### src/rtl/alu_pkg.sv
// Shared ALU definitions: op codes, FSM state encoding.
// Imported by the exec unit and the ALU control decoder.
package alu_pkg;

  localparam logic [2:0] ALU_AND = 3'b000;
  localparam logic [2:0] ALU_OR  = 3'b001;
  localparam logic [2:0] ALU_ADD = 3'b010;
  localparam logic [2:0] ALU_MUL = 3'b011;
  localparam logic [2:0] ALU_SUB = 3'b110;

  typedef enum logic {
    IDLE = 1'b0,
    MUL  = 1'b1
  } state_e;

endpackage

### src/rtl/alu_exec_unit_seq_mul.sv
// Iterative shift-add multiplier, one partial product per cycle.
// Ports: start_i/flush_i control, a_i/b_i operands, done_o/product_o result.
module seq_mul #(
  parameter int WIDTH = 32,
  parameter int CNT_W = 6
) (
  input  logic             clk_i,
  input  logic             rst_i,
  input  logic             start_i,
  input  logic             flush_i,
  input  logic [WIDTH-1:0] a_i,
  input  logic [WIDTH-1:0] b_i,
  output logic             done_o,
  output logic [WIDTH-1:0] product_o
);

  logic [WIDTH-1:0] mcand_q, mcand_d;
  logic [WIDTH-1:0] mplr_q, mplr_d;
  logic [WIDTH-1:0] acc_q, acc_d;
  logic [CNT_W-1:0] cnt_q, cnt_d;
  logic             busy_q, busy_d;
  logic [WIDTH-1:0] acc_nxt;
  logic             last;

  assign acc_nxt = acc_q + (mplr_q[0] ? mcand_q : '0);
  assign last    = (cnt_q == CNT_W'(WIDTH - 1));
  // product is the accumulator after the final iteration
  assign product_o = acc_nxt;
  assign done_o    = busy_q & last & ~flush_i;

  always_comb begin
    mcand_d = mcand_q;
    mplr_d  = mplr_q;
    acc_d   = acc_q;
    cnt_d   = cnt_q;
    busy_d  = busy_q;
    if (flush_i) begin
      busy_d = 1'b0;
    end else if (start_i) begin
      mcand_d = a_i;
      mplr_d  = b_i;
      acc_d   = '0;
      cnt_d   = '0;
      busy_d  = 1'b1;
    end else if (busy_q) begin
      acc_d   = acc_nxt;
      mcand_d = mcand_q << 1;
      mplr_d  = mplr_q >> 1;
      cnt_d   = cnt_q + 1'b1;
      if (last) busy_d = 1'b0;
    end
  end

  always_ff @(posedge clk_i or posedge rst_i) begin
    if (rst_i) begin
      mcand_q <= '0;
      mplr_q  <= '0;
      acc_q   <= '0;
      cnt_q   <= '0;
      busy_q  <= 1'b0;
    end else begin
      mcand_q <= mcand_d;
      mplr_q  <= mplr_d;
      acc_q   <= acc_d;
      cnt_q   <= cnt_d;
      busy_q  <= busy_d;
    end
  end

endmodule

### src/rtl/alu_exec_unit.sv
// Execute-stage ALU: 1-cycle logic/add/sub, WIDTH-cycle multiply.
// Ports: valid_i/ready_o in, valid_o/data_o/zero_o registered out, flush_i.
module alu_exec_unit
  import alu_pkg::*;
#(
  parameter int WIDTH = 32,
  parameter int CNT_W = 6
) (
  input  logic             clk_i,
  input  logic             rst_i,
  input  logic             flush_i,
  input  logic             valid_i,
  input  logic [2:0]       ALUCtrl_i,
  input  logic [WIDTH-1:0] data1_i,
  input  logic [WIDTH-1:0] data2_i,
  output logic             ready_o,
  output logic             valid_o,
  output logic [WIDTH-1:0] data_o,
  output logic             zero_o
);

  state_e           state_q, state_d;
  logic [WIDTH-1:0] data_q, data_d;
  logic             zero_q, zero_d;
  logic             valid_q, valid_d;
  logic [WIDTH-1:0] comb_res;
  logic             accept;
  logic             mul_start;
  logic             mul_done;
  logic [WIDTH-1:0] mul_prod;

  assign ready_o = (state_q == IDLE);
  assign accept  = valid_i & ready_o & ~flush_i;
  assign mul_start = accept & (ALUCtrl_i == ALU_MUL);

  always_comb begin
    case (ALUCtrl_i)
      ALU_AND: comb_res = data1_i & data2_i;
      ALU_OR:  comb_res = data1_i | data2_i;
      ALU_ADD: comb_res = data1_i + data2_i;
      ALU_SUB: comb_res = data1_i - data2_i;
      default: comb_res = '0;
    endcase
  end

  seq_mul #(
    .WIDTH(WIDTH),
    .CNT_W(CNT_W)
  ) u_mul (
    .clk_i    (clk_i),
    .rst_i    (rst_i),
    .start_i  (mul_start),
    .flush_i  (flush_i),
    .a_i      (data1_i),
    .b_i      (data2_i),
    .done_o   (mul_done),
    .product_o(mul_prod)
  );

  always_comb begin
    state_d = state_q;
    data_d  = data_q;
    zero_d  = zero_q;
    valid_d = 1'b0;
    unique case (state_q)
      IDLE: begin
        if (mul_start) begin
          state_d = MUL;
        end else if (accept) begin
          data_d  = comb_res;
          zero_d  = (comb_res == '0);
          valid_d = 1'b1;
        end
      end
      MUL: begin
        // flush beats completion on the same edge
        if (flush_i) begin
          state_d = IDLE;
        end else if (mul_done) begin
          data_d  = mul_prod;
          zero_d  = (mul_prod == '0);
          valid_d = 1'b1;
          state_d = IDLE;
        end
      end
      default: state_d = IDLE;
    endcase
  end

  always_ff @(posedge clk_i or posedge rst_i) begin
    if (rst_i) begin
      state_q <= IDLE;
      data_q  <= '0;
      zero_q  <= 1'b0;
      valid_q <= 1'b0;
    end else begin
      state_q <= state_d;
      data_q  <= data_d;
      zero_q  <= zero_d;
      valid_q <= valid_d;
    end
  end

  assign valid_o = valid_q;
  assign data_o  = data_q;
  assign zero_o  = zero_q;

endmodule

### config.mk
export PLATFORM = sky130hd
export DESIGN_NAME = alu_exec_unit
export DESIGN_NICKNAME = d
export VERILOG_FILES = /design/src/rtl/alu_pkg.sv /design/src/rtl/alu_exec_unit_seq_mul.sv /design/src/rtl/alu_exec_unit.sv
export SDC_FILE = /design/constraint.sdc
export NUM_CORES = 1
export LEC_CHECK = 0
export BUFFER_PORTS_ARGS = -buffer_cell sky130_fd_sc_hd__clkbuf_2
export CAP_MARGIN = 20
export CORE_MARGIN = 2
export CORE_UTILIZATION = 40
export DETAILED_ROUTE_END_ITERATION = 10
export GPL_ROUTABILITY_DRIVEN = 1
export SKIP_LAST_GASP = 1
export SLEW_MARGIN = 15
export SYNTH_ARGS = -nofsm -noshare
export SYNTH_HDL_FRONTEND = slang
export SYNTH_HIERARCHICAL = 1
export SYNTH_SLANG_ARGS = --single-unit
### constraint.sdc
create_clock -name clk_i -period 4.8 [get_ports clk_i]
set_input_delay 0.48 -clock clk_i [delete_from_list [all_inputs] [get_ports clk_i]]
set_output_delay 0.48 -clock clk_i [all_outputs]
set_load 0.01 [all_outputs]
# Yosys cells after proc, flatten, opt, wreduce, memory -nomap -nowiden
# Index checks and enable logic that the tools add are counted.
[word_totals]
ff_bits = 138
in_bits = 71
output_inout_bits = 35
word_cells = 70
[classes]
n_addsub = 4
n_eq_ne = 9
muxes = 33
bitwise_logic = 9
n_reduce_logical = 6
[op_table]
columns = ["op", "n"]
rows = [
  ["two-way mux 32 bit", 11],
  ["case mux 32 bit (4 select lines)", 1],
  ["adder 32 bit", 2],
  ["zero test 32 bit", 2],
  ["case mux 32 bit (2 select lines)", 1],
  ["bitwise AND 32 bit", 1],
  ["bitwise OR 32 bit", 1],
  ["subtractor 32 bit", 1],
  ["two-way mux 1 bit", 15],
  ["two-way mux 6 bit", 2],
  ["adder 6 x 1 -> 6 bit (second input constant)", 1],
  ["equality test 3 x 2 -> 1 bit (second input constant)", 2],
  ["equality test 6 x 5 -> 1 bit (second input constant)", 1],
  ["case mux 1 bit (2 select lines)", 3],
  ["bitwise AND 1 bit", 5],
  ["inequality test 2 x 1 -> 1 bit (second input constant)", 2],
  ["inequality test 2 bit (second input constant)", 2],
  ["AND reduction 4 bit", 1],
  ["equality test 3 x 1 -> 1 bit (second input constant)", 1],
  ["equality test 3 bit (second input constant)", 1],
  ["zero test 3 bit", 1],
  ["inverter 1 bit", 2],
  ["AND reduction 2 bit", 1],
  ["nonzero test 2 bit", 1],
]

# Longest topological paths before layout
# Gate-level depths: netlist (run 1).
[depth]
word_depth = 6
ltp_mapped = 21
depth_no_buf = 19

# Hierarchy
# The synthesis (run 1) kept the hierarchy.
[modules_own_cells]
columns = ["mod", "n_inst", "cells_per_inst", "area_each_um2"]
rows = [
  ["seq_mul", 1, 643, 6194.7],
  ["alu_exec_unit", 1, 656, 4923.5],
]

# Worst setup path before layout (run 1)
# No wires, ideal clock.
[synth_path]
path_type = "input port to flip-flop"
startpoint = "in data2_i[4]"
endpoint = "reg zero_q, in the netlist zero_o"
setup_ns = 0.076
arrival_time_ns = 4.659
t_required_ns = 4.724
path_slack_ns = 0.065
path_stages = 20
cell_sequence = "nor4_1 nand2_1 nor3b_1 nand2_1 or4_1 clkbuf_1 o41ai_1 xor2_1 ha_1 clkbuf_1 a21oi_1 o21a_1 o211ai_1 or3_1 mux2_2 a211oi_1 o21ai_0 nor4_1 nand4_1 o21ai_1"
[synth_between]
elab_chain_len = 6
[synth_lines]
columns = ["element", "line_no", "source"]
rows = [
  ["start: declaration", "alu_exec_unit.sv:15", "input logic [WIDTH-1:0] data2_i,"],
  ["subtractor 32 bit, or another cell as far along", "alu_exec_unit.sv:41", "ALU_SUB: comb_res = data1_i - data2_i;"],
  ["case mux 32 bit (4 select lines) (*)", "alu_exec_unit.sv:37", "case (ALUCtrl_i)"],
  ["zero test 32 bit (*)", "alu_exec_unit.sv:71", "zero_d = (comb_res == '0);"],
  ["two-way mux 1 bit (*)", "alu_exec_unit.sv:69", "end else if (accept) begin"],
  ["two-way mux 1 bit (*)", "alu_exec_unit.sv:67", "if (mul_start) begin"],
  ["case mux 1 bit (2 select lines) (*)", "alu_exec_unit.sv:65", "unique case (state_q)"],
  ["end signal: assignment", "alu_exec_unit.sv:99", "zero_q <= zero_d;"],
  ["end: declaration", "alu_exec_unit.sv:24", "logic zero_q, zero_d;"],
]
# Every way passes the cells marked *; elsewhere a longest branch is shown, timed or not. The select of a mux whose other input is x is not followed.
# A chain may end at the register's enable or synchronous reset.

# Final worst setup path (run 1)
# Same ends and word-level chain as after synthesis.

==> results.cfg, run 1 <==
[status]
outcome = complete, no violations

[sta]
hold_slack_final_ps = 181
grt_setup_unrepaired = false
final_cycle_share = 0.910
maxClockFrequency_ghz = 0.229
report.final.setup_viol = 0
drv_slew = 0
maxSlewHeadroom = 0.290
skew_ps = 9.25
final-hold-violation-count = 0
timing.final.ws_setup_ps = 434
finalWorstPathRequiredPeriod_ps = 4370
worst-slew-pin-transition_ps = 1070

[clocking]
cts_sinks = 138
cts-hold-fix-buffers = 0
tritoncts = yes
path_clk_slew_ps = 60
clock_tree.buffer_depth = 2
numCtsBuffers = 17
htree_levels = 4
insertion_delay_ps = 430
clockRootBuffer = sky130_fd_sc_hd__clkbuf_16

[global_routing]
grt.total_usage = 0.240
grt_max_degree = 84
grtUsageMet2 = 0.375
wire_length_of_the_first_global_routing_pass_mm = 54.5
grt_most_used_layer = met2
grt_antenna_before_repair = 0
overflow = 0
met1_use_gr = 0.341
first_global_vias = 9791
global_route.usage.met3 = 0.0342

[synth]
ys_types = 76
synth_area_leader_cell = sky130_fd_sc_hd__dfrtp_1
syn-num-nets = 1438
synthSimpleGateAreaFrac = 0.171
yosys-top-cells-area = sky130_fd_sc_hd__dfrtp_1, sky130_fd_sc_hd__ha_1, sky130_fd_sc_hd__mux2i_1
area_fraction_in_compound_gates_after_synthesis = 0.242
synth_seq_cells = 138
synth.yosys.seq_area_share = 0.311
synth_adder_area_share = 0.102
ys.flop_type = sky130_fd_sc_hd__dfrtp_1
syn-instance-count = 1299
yosys_warnings = 6
synth-edff-count = 0
netlist.area_leader.share = 0.311
async_reset_ff_frac = 1.00
mappedNetlistArea_mm2 = 0.0111
muxShareOfSynthArea = 0.0743
syn_area_per_cell_um2 = 8.56
combinational_family_with_the_most_area_after_synthesis = compound AO/OA/AOI/OAI gates
synth_xor_xnor_area_share = 0.0653

[drt]
via_density_per_instance = 5.72
per_cell_routed_wire_length_um = 19.2
postRouteAntennaNets = 0
num_vias = 10200
dr.first_iter.drc_count = 849
remaining_drc_errors = 0
drt-pass1-iter-count = 5
drt-total-wl_mm = 34.3

[worst_hold_path]
min-delay-path-class = in -> async

[critical_path]
worst_setup_path_startpoint = data2_i[4]
critPathKind = in -> reg
critPathLaunchType = primary input
crit_fanout = 3
crit_path_end_kind = flip-flop
worstRegToRegCells = 16
r2r_start = u_mul/mcand_q[0]
worst_r2r_endpoint = zero_o
r2r_setup_slk_ps = 700
worstPathRequired_ps = 5150
critical_path_arrival_ps = 4720

[die]
io_pins = 106
core.rowCount = 61
floorplan.initialDensity = 0.404
die_y_um = 171
floorplan.die_area_mm2 = 0.0291
die_span_x_um = 171
design.core.area_mm2 = 0.0276

[finish]
final.fill_count = 2693
final_nets = 1536
drive_above_1_share = 0.155
antenna-diode-count = 0
post_layout_nonfiller_instances = 1788
area_delta_synth_final_pct = 15.6

[place]
placement.io_buffers = 105
placed_cells_incl_taps = 1756
preCtsSetupSlack_ps = -108
gpl.final_weighted_congestion = 0.944
dpl.hpwl_mm = 26.3

[power]
cellPowerDensity_mw_per_mm2 = 280
leakage_nw = 5.76
power.ir.vdd_worst_v = 0.000154

[job]
drv_cap = 0
==> worst max-delay path by stage <==
stage	end	slack, ps	depth (start not counted)
final	zero_o	430	19
after global routing	zero_o	30	20
after global placement	zero_o	10	20
after detailed placement	zero_o	-110	19
after CTS	zero_o	330	19
after floorplan	zero_o	60	20
==> stage by stage <==
step | TNS [ps] | total power [mW] | instance area [um2] | util
CTS | 0 | 3.62 | 12800 | 0.466
finish | 0 | 3.60 | 12900 | 0.467
global route | 0 | 3.78 | 12900 | 0.467
detailed placement | -108 | 2.21 | 12200 | 0.444
floorplan | 0 | 1.87 | 11100 | -
global placement | 0 | 2.20 | 12200 | 0.444
==> critical path: stages <==
cell                       delay, ps
sky130_fd_sc_hd__clkbuf_2         90
sky130_fd_sc_hd__nor4_1          360
sky130_fd_sc_hd__nand2_1         180
sky130_fd_sc_hd__nor3b_2         260
sky130_fd_sc_hd__nand2_1         110
sky130_fd_sc_hd__or4_1           470
sky130_fd_sc_hd__o41ai_1         330
sky130_fd_sc_hd__xor2_1          190
sky130_fd_sc_hd__ha_1            280
sky130_fd_sc_hd__a21oi_1         210
sky130_fd_sc_hd__o21a_1          170
sky130_fd_sc_hd__o211ai_1        120
sky130_fd_sc_hd__or3_1           310
sky130_fd_sc_hd__mux2_2          290
sky130_fd_sc_hd__a211oi_1        220
sky130_fd_sc_hd__o21ai_0         100
sky130_fd_sc_hd__nor4_1          270
sky130_fd_sc_hd__nand4_1         130
sky130_fd_sc_hd__o21ai_1         140
==> placed cells by master, fill, tap and decap left out, types with 14 or more instances in the layout <==
master / n
sky130_fd_sc_hd__clkbuf_2: 105
sky130_fd_sc_hd__dfrtp_1: 138
sky130_fd_sc_hd__and2_1: 38
sky130_fd_sc_hd__xor2_1: 46
sky130_fd_sc_hd__maj3_1: 27
sky130_fd_sc_hd__nand3_1: 16
sky130_fd_sc_hd__o21a_1: 14
sky130_fd_sc_hd__a22o_1: 33
sky130_fd_sc_hd__a21oi_1: 81
sky130_fd_sc_hd__mux2i_1: 78
sky130_fd_sc_hd__a21o_1: 27
sky130_fd_sc_hd__xnor2_1: 35
sky130_fd_sc_hd__o31ai_1: 18
sky130_fd_sc_hd__nand4_1: 22
sky130_fd_sc_hd__buf_4: 48
sky130_fd_sc_hd__inv_1: 19
sky130_fd_sc_hd__nand2_1: 166
sky130_fd_sc_hd__nor2_1: 55
sky130_fd_sc_hd__o21ai_0: 139
sky130_fd_sc_hd__clkbuf_16: 17
sky130_fd_sc_hd__ha_1: 66
sky130_fd_sc_hd__nor4_1: 17
==> cells by family (layout without fill, tap and decap cells) <==
| logic type | count (synthesis) | after routing |
|---|---|---|
| flops | 138 | 138 |
| buf+inv | 97 | 208 |
| mux | 82 | 82 |
| fa+ha+maj | 95 | 95 |
| compound gates | 417 | 417 |
| xor+xnor | 82 | 82 |
| simple gates | 388 | 388 |
==> area by class of cell <==
| cell class | instances | area (um2) | share of cell area |
|---|---|---|---|
| inverters | 22 | 85.1 | 0.00662 |
| well taps | 378 | 473 | 0.0368 |
| repair buffers | 154 | 906 | 0.0705 |
| multi-input cells | 1064 | 7330 | 0.570 |
| clock buffers | 19 | 443 | 0.0345 |
| flip-flops and latches | 138 | 3450 | 0.269 |
| clock inverters | 13 | 168 | 0.0130 |
==> routing by layer <==
metal / part of all wire / vias up
li1: - / 4981
met1: 0.48 / 4861
met2: 0.44 / 320
met3: 0.049 / 61
met4: 0.028 / 0
met5: 0 / -
==> state kept, by name, summed over array words and instances (netlist names), 6 cells and up <==
signal / flops
u_mul/mplr_q: 32
data_o: 32
u_mul/cnt_q: 6
u_mul/mcand_q: 32
u_mul/acc_q: 32
==> synth_stat cells, drive strengths merged (4+ instances only) <==
| library cell | n |
|---|---|
| nand2 | 166 |
| o21ai | 146 |
| dfrtp | 138 |
| a21oi | 82 |
| mux2i | 78 |
| ha | 66 |
| clkbuf | 58 |
| nor2 | 57 |
| xor2 | 46 |
| and2 | 38 |
| xnor2 | 36 |
| a22o | 33 |
| a21o | 27 |
| maj3 | 27 |
| nand4 | 22 |
| inv | 20 |
| o31ai | 20 |
| nor4 | 18 |
| buf | 17 |
| nand3 | 16 |
| or3 | 15 |
| o21a | 14 |
| a221oi | 13 |
| nor3 | 13 |
| o21bai | 12 |
| nand2b | 10 |
| nor2b | 9 |
| a211oi | 8 |
| o211ai | 8 |
| a22oi | 7 |
| a31oi | 6 |
| a32o | 5 |
| or2 | 5 |
| mux2 | 4 |
| nor3b | 4 |
| o22ai | 4 |
| o31a | 4 |
| or4 | 4 |
==> power breakdown <==
| group | total (mW) | switching [mW] | internal (mW) |
|---|---|---|---|
| registers | 1.31 | 0.0589 | 1.25 |
| clock network | 1.40 | 0.565 | 0.837 |
| logic | 0.892 | 0.537 | 0.354 |
| total | 3.60 | 1.16 | 2.44 |
==> timing repair <==
action                                  CTS  global route
endpoints found under the setup margin    0             1
gates resized for setup                   0             2
buffers inserted                          0             0
Power figures use the tool's default switching activity.
==> run 2: changes to the inputs <==
--- a/config.mk
+++ b/config.mk
@@ -8,9 +8,10 @@
 export BUFFER_PORTS_ARGS = -buffer_cell sky130_fd_sc_hd__clkbuf_2
 export CAP_MARGIN = 20
 export CORE_MARGIN = 2
-export CORE_UTILIZATION = 40
+export CORE_UTILIZATION = 60
 export DETAILED_ROUTE_END_ITERATION = 10
 export GPL_ROUTABILITY_DRIVEN = 1
+export PLACE_DENSITY = 0.81
 export SKIP_LAST_GASP = 1
 export SLEW_MARGIN = 15
 export SYNTH_ARGS = -nofsm -noshare
==> run 2 against run 1 <==
  * The run now ends with design-rule violations left
  * Critical endpoint unchanged
  * Cell area fell by 2.3%
  * Sequential cell count stayed put
  * Total power down 4.7%
  * Clock power fell by 11%
==> results.cfg, run 2 (same netlist as run 1, synthesis figures left out) <==
[status]
outcome = finished with violations
failing_checks = design-rule violations

[global_routing]
first_global_vias = 9938
overflow = 0
grt_max_degree = 159
grt_antenna_before_repair = 0
grt.total_usage = 0.333
wire_length_of_the_first_global_routing_pass_mm = 52.3

[clocking]
cts-hold-fix-buffers = 0
post_cts_resized = 0
cts_setup_buffers = 0
tritoncts = yes
clock_tree.buffer_depth = 2
htree_levels = 4
clockRootBuffer = sky130_fd_sc_hd__clkbuf_16
path_clk_slew_ps = 70
numCtsBuffers = 17
insertion_delay_ps = 430
cts_sinks = 138

[drt]
remaining_drc_errors = 8
num_vias = 10600
via_density_per_instance = 6.47
per_cell_routed_wire_length_um = 19.7
drt-total-wl_mm = 32.1
drt-pass1-iter-count = 9
postRouteAntennaNets = 0
dr.first_iter.drc_count = 1319

[critical_path]
r2r_setup_slk_ps = 740
crit_path_end_kind = flip-flop
worst_r2r_endpoint = zero_o
r2r_start = u_mul/mcand_q[0]
critPathLaunchType = primary input
worstPathRequired_ps = 5150
crit_fanout = 6
critPathKind = in -> reg
critical_path_arrival_ps = 4750
worstRegToRegCells = 16

[sta]
maxClockFrequency_ghz = 0.228
report.final.setup_viol = 0
worst-slew-pin-transition_ps = 1060
skew_ps = 11.0
maxSlewHeadroom = 0.294
finalWorstPathRequiredPeriod_ps = 4390
grt_setup_unrepaired = false
drv_slew = 0
final_cycle_share = 0.915
hold_slack_final_ps = 182
timing.final.ws_setup_ps = 408
final-hold-violation-count = 0

[finish]
antenna-diode-count = 0
drive_above_1_share = 0.153
layout.cell_area.non_filler_mm2 = 0.0126
final_nets = 1529
finish.utilization = 0.694
final.fill_count = 1443
area_delta_synth_final_pct = 13.0
mostFrequentLayoutCells = sky130_fd_sc_hd__nand2_1, sky130_fd_sc_hd__o21ai_0, sky130_fd_sc_hd__dfrtp_1
layout_commonest_cell = sky130_fd_sc_hd__nand2_1

[power]
power.ir.vdd_worst_v = 0.000262
leakage_nw = 5.71
cellPowerDensity_mw_per_mm2 = 274

[job]
drv_cap = 0

[place]
preCtsSetupSlack_ps = -101
placement.io_buffers = 105
placement.cell_area_mm2 = 0.0120
dpl.hpwl_mm = 24.2
gpl.final_weighted_congestion = 0.985

[die]
floorplan.initialDensity = 0.615
io_pins = 106
design.core.area_mm2 = 0.0181
die_span_x_um = 140
die_y_um = 140
core.rowCount = 49
floorplan.die_area_mm2 = 0.0196

[worst_hold_path]
min-delay-path-class = in -> async
[run 2: per-layer routing]
metal / up-vias / GRT usage / part of all wire
li1: 4957 / - / -
met4: 0 / 0.124 / 0.032
met3: 69 / 0.0509 / 0.084
met2: 559 / 0.502 / 0.43
met5: - / 0 / 0
met1: 4967 / 0.488 / 0.45
[run 2: cell type report]
cell class / instances / area [um2] / share of cell area
inverters: 22 / 85.1 / 0.00677
multi-input cells: 1064 / 7330 / 0.584
clock inverters: 14 / 111 / 0.00887
repair buffers: 147 / 853 / 0.0679
well taps: 229 / 287 / 0.0228
flip-flops and latches: 138 / 3450 / 0.275
clock buffers: 18 / 439 / 0.0350
[run 2: stage by stage]
step	std cells	TNS, ps	power, mW
after floorplan	1299	0	1.87
after global placement	1600	-2.75	2.17
after detailed placement	1600	-101	2.19
after CTS	1632	0	3.43
after global routing	1632	0	3.59
final	1632	0	3.43
[run 2: worst max path at each step]
| stage | start | slack [ps] | endpoint | cells past startpoint |
|---|---|---|---|---|
| after floorplan | data2_i[4] | 60 | zero_o | 20 |
| after global placement | data2_i[4] | -3 | zero_o | 20 |
| after detailed placement | data2_i[4] | -100 | zero_o | 20 |
| after CTS | data2_i[4] | 320 | zero_o | 20 |
| after global routing | data2_i[4] | 40 | zero_o | 21 |
| final | data2_i[4] | 410 | zero_o | 20 |
[run 2: where the power goes]
part	leakage, nW	internal, mW	switching (mW)
logic	3.56	0.348	0.529
clock network	0.264	0.683	0.563
registers	1.89	1.25	0.0621
[run 2: critical path: stages]
cell and delay, ps:
sky130_fd_sc_hd__clkbuf_2 90, sky130_fd_sc_hd__nor4_1 380, sky130_fd_sc_hd__nand2_1 180, sky130_fd_sc_hd__nor3b_2 260, sky130_fd_sc_hd__nand2_1 90, sky130_fd_sc_hd__or4_1 470, sky130_fd_sc_hd__buf_4 190, sky130_fd_sc_hd__o21ai_0 190
sky130_fd_sc_hd__xor2_1 190, sky130_fd_sc_hd__ha_1 270, sky130_fd_sc_hd__a21oi_1 200, sky130_fd_sc_hd__o21a_1 170, sky130_fd_sc_hd__o211ai_1 140, sky130_fd_sc_hd__or3_1 330, sky130_fd_sc_hd__mux2_2 280, sky130_fd_sc_hd__a211oi_1 200
sky130_fd_sc_hd__o21ai_0 100, sky130_fd_sc_hd__nor4_1 270, sky130_fd_sc_hd__nand4_1 130, sky130_fd_sc_hd__o21ai_1 140
==> run 3: changes to the inputs <==
--- a/config.mk
+++ b/config.mk
@@ -12,6 +12,7 @@
 export DETAILED_ROUTE_END_ITERATION = 10
 export GPL_ROUTABILITY_DRIVEN = 1
 export PLACE_DENSITY = 0.81
+export REMOVE_ABC_BUFFERS = 1
 export SKIP_LAST_GASP = 1
 export SLEW_MARGIN = 15
 export SYNTH_ARGS = -nofsm -noshare
==> run 3 against run 2 <==
  * The run still ends with design-rule violations left
  * Sequential share of layout area is 0.14 points lower
  * Clock skew up 3.5 ps
  * Fmax down 1.8%
  * Non-clock buffer count rose by 3
  * Global-route usage increased by 0.65 points
  * Largest cell class unchanged
==> results.cfg, run 3 (same netlist as run 1, synthesis figures left out) <==
[status]
outcome = finished with violations
failing_checks = design-rule violations

[power]
comb_power_share = 0.245
clock_share_of_power = 0.391
switching_part_of_the_total_power = 0.325
share_seq_of_total_power = 0.364
switching_power_mw = 1.17
power.ir.vdd_worst_v = 0.000231
cellPowerDensity_mw_per_mm2 = 285
internal_power_mw = 2.43
leakage_nw = 5.75

[place]
gpl.final_weighted_congestion = 0.986
placement.cell_area_mm2 = 0.0120
dpl.hpwl_mm = 24.6
placement.io_buffers = 105

[sta]
worst-slew-pin-transition_ps = 924
final-hold-violation-count = 0
grt_setup_unrepaired = false
maxSlewHeadroom = 0.383
maxClockFrequency_ghz = 0.224
skew_ps = 14.5
finalWorstPathRequiredPeriod_ps = 4470
report.final.setup_viol = 0
final_cycle_share = 0.931
fin_tns_setup_ps = 0
drv_slew = 0

[clocking]
cts_setup_buffers = 0
cts-hold-fix-buffers = 0
htree_levels = 4
tritoncts = yes
clockRootBuffer = sky130_fd_sc_hd__clkbuf_16
cts_sinks = 138
clock_tree.buffer_depth = 2
path_clk_slew_ps = 70
numCtsBuffers = 17
insertion_delay_ps = 430
post_cts_resized = 0

[critical_path]
worstPathRequired_ps = 5150
critical-path-max-stage-delay_ps = 510
r2r_start = u_mul/mplr_q[0]
crit_path_end_kind = flip-flop
crit_fanout = 3
worst_r2r_endpoint = zero_o
r2r_setup_slk_ps = 510
critical-path-slowest-cell = sky130_fd_sc_hd__or4_1
critPathLaunchType = primary input
worstRegToRegCells = 15
critical_path.top_delay_family = simple AND/OR/NAND/NOR gates
crit_path_cell_trace = clkbuf_2 -> nor4_1 -> nand2_1 -> nor3b_1 -> nand2_1 -> or4_1 -> o41ai_1 -> xor2_1 -> ha_1 -> a21oi_1 -> o21a_1 -> o211ai_1 -> or3_1 -> mux2_2 -> a211oi_1 -> o21ai_0 -> nor4_1 -> nand4_1 -> o21ai_1
critical_path_arrival_ps = 4820
path_buf_inv = 1
critPathKind = in -> reg

[finish]
layout_commonest_cell = sky130_fd_sc_hd__nand2_1
final_nets = 1532
area_of_combinational_cells_with_multiple_inputs_mm2 = 0.00732
antenna-diode-count = 0
seqCellArea_mm2 = 0.00345
mostFrequentLayoutCells = sky130_fd_sc_hd__nand2_1, sky130_fd_sc_hd__o21ai_0, sky130_fd_sc_hd__dfrtp_1
drive_above_1_share = 0.153
final.fill_count = 1418
area_delta_synth_final_pct = 13.5
layout.cell_area.non_filler_mm2 = 0.0126

[global_routing]
grt_max_degree = 96
first_global_vias = 9976
wire_length_of_the_first_global_routing_pass_mm = 52.9
overflow = 0
grt_antenna_before_repair = 1
grt.total_usage = 0.340

[drt]
wl_met2_mm = 14.9
wire_length_on_met1_mm = 14.7
remaining_drc_errors = 9
num_vias = 10700
via_density_per_instance = 6.52
highest-signal-layer = met5
drt-total-wl_mm = 33.1
postRouteAntennaNets = 0
drt-pass1-iter-count = 9
wl_met3_mm = 2.58
dr.first_iter.drc_count = 1147
per_cell_routed_wire_length_um = 20.2

[die]
core.rowCount = 49
floorplan.initialDensity = 0.615
design.core.area_mm2 = 0.0181
floorplan.die_area_mm2 = 0.0196
die_y_um = 140
io_pins = 106
die_span_x_um = 140

[job]
drv_cap = 0

[worst_hold_path]
min-delay-path-class = in -> async
-- run 3: changes by cell type in the layout (fill, tap and decap cells not counted), sizes merged --
cell / previous run / this run
buf: 42 / 45
clkinv: 8 / 9
clkbuf: 123 / 122
bufinv: 0 / 3
clkinvlp: 3 / 0
-- run 3: stage by stage --
step | cells | hold slack (ps) | worst slack [ps] | total power [mW] | util
floorplan | 1224 | 449 | -7190 | 1.86 | -
global placement | 1603 | 457 | -8.22 | 2.18 | 0.664
detailed placement | 1603 | 468 | -45.1 | 2.19 | 0.664
CTS | 1635 | 200 | 350 | 3.60 | 0.698
global route | 1635 | 237 | 26.2 | 3.76 | 0.698
finish | 1635 | 194 | 330 | 3.60 | 0.698
-- run 3: worst max-delay path by stage --
stage          depth (start not counted)  slack [ps]             end        from
2_1_floorplan                          5       -7190  u_mul/cnt_q[4]     state_q
3_3_place_gp                          20          -8          zero_o  data2_i[4]
3_5_place_dp                          20         -50          zero_o  data2_i[4]
4_1_cts                               19         350          zero_o  data2_i[4]
5_1_grt                               19          30          zero_o  data2_i[4]
6_report                              19         330          zero_o  data2_i[4]
-- run 3: layout make-up --
| class | count | area share |
|---|---|---|
| clock buffers | 17 | 0.0337 |
| clock inverters | 15 | 0.0150 |
| inverters | 22 | 0.00674 |
| multi-input cells | 1064 | 0.580 |
| flip-flops and latches | 138 | 0.274 |
| well taps | 229 | 0.0227 |
| repair buffers | 150 | 0.0684 |
-- run 3: layer usage --
layer  up-vias  track usage
li1       4975            -
met1      5095        0.489
met2       518        0.531
met3        71       0.0451
met4         2        0.117
met5         -            0
-- run 3: power by group through the flow --
stage,clock [mW],sequential [mW],combinational (mW)
after floorplan,0,1.34,0.515
after global placement,0,1.33,0.851
after detailed placement,0,1.33,0.863
after CTS,1.42,1.31,0.868
after global routing,1.47,1.32,0.969
final,1.41,1.31,0.881
-- run 3: tightest hold or removal path: stages --
cell	delay, ps
sky130_fd_sc_hd__clkbuf_2	110
sky130_fd_sc_hd__inv_1	50
sky130_fd_sc_hd__buf_4	420
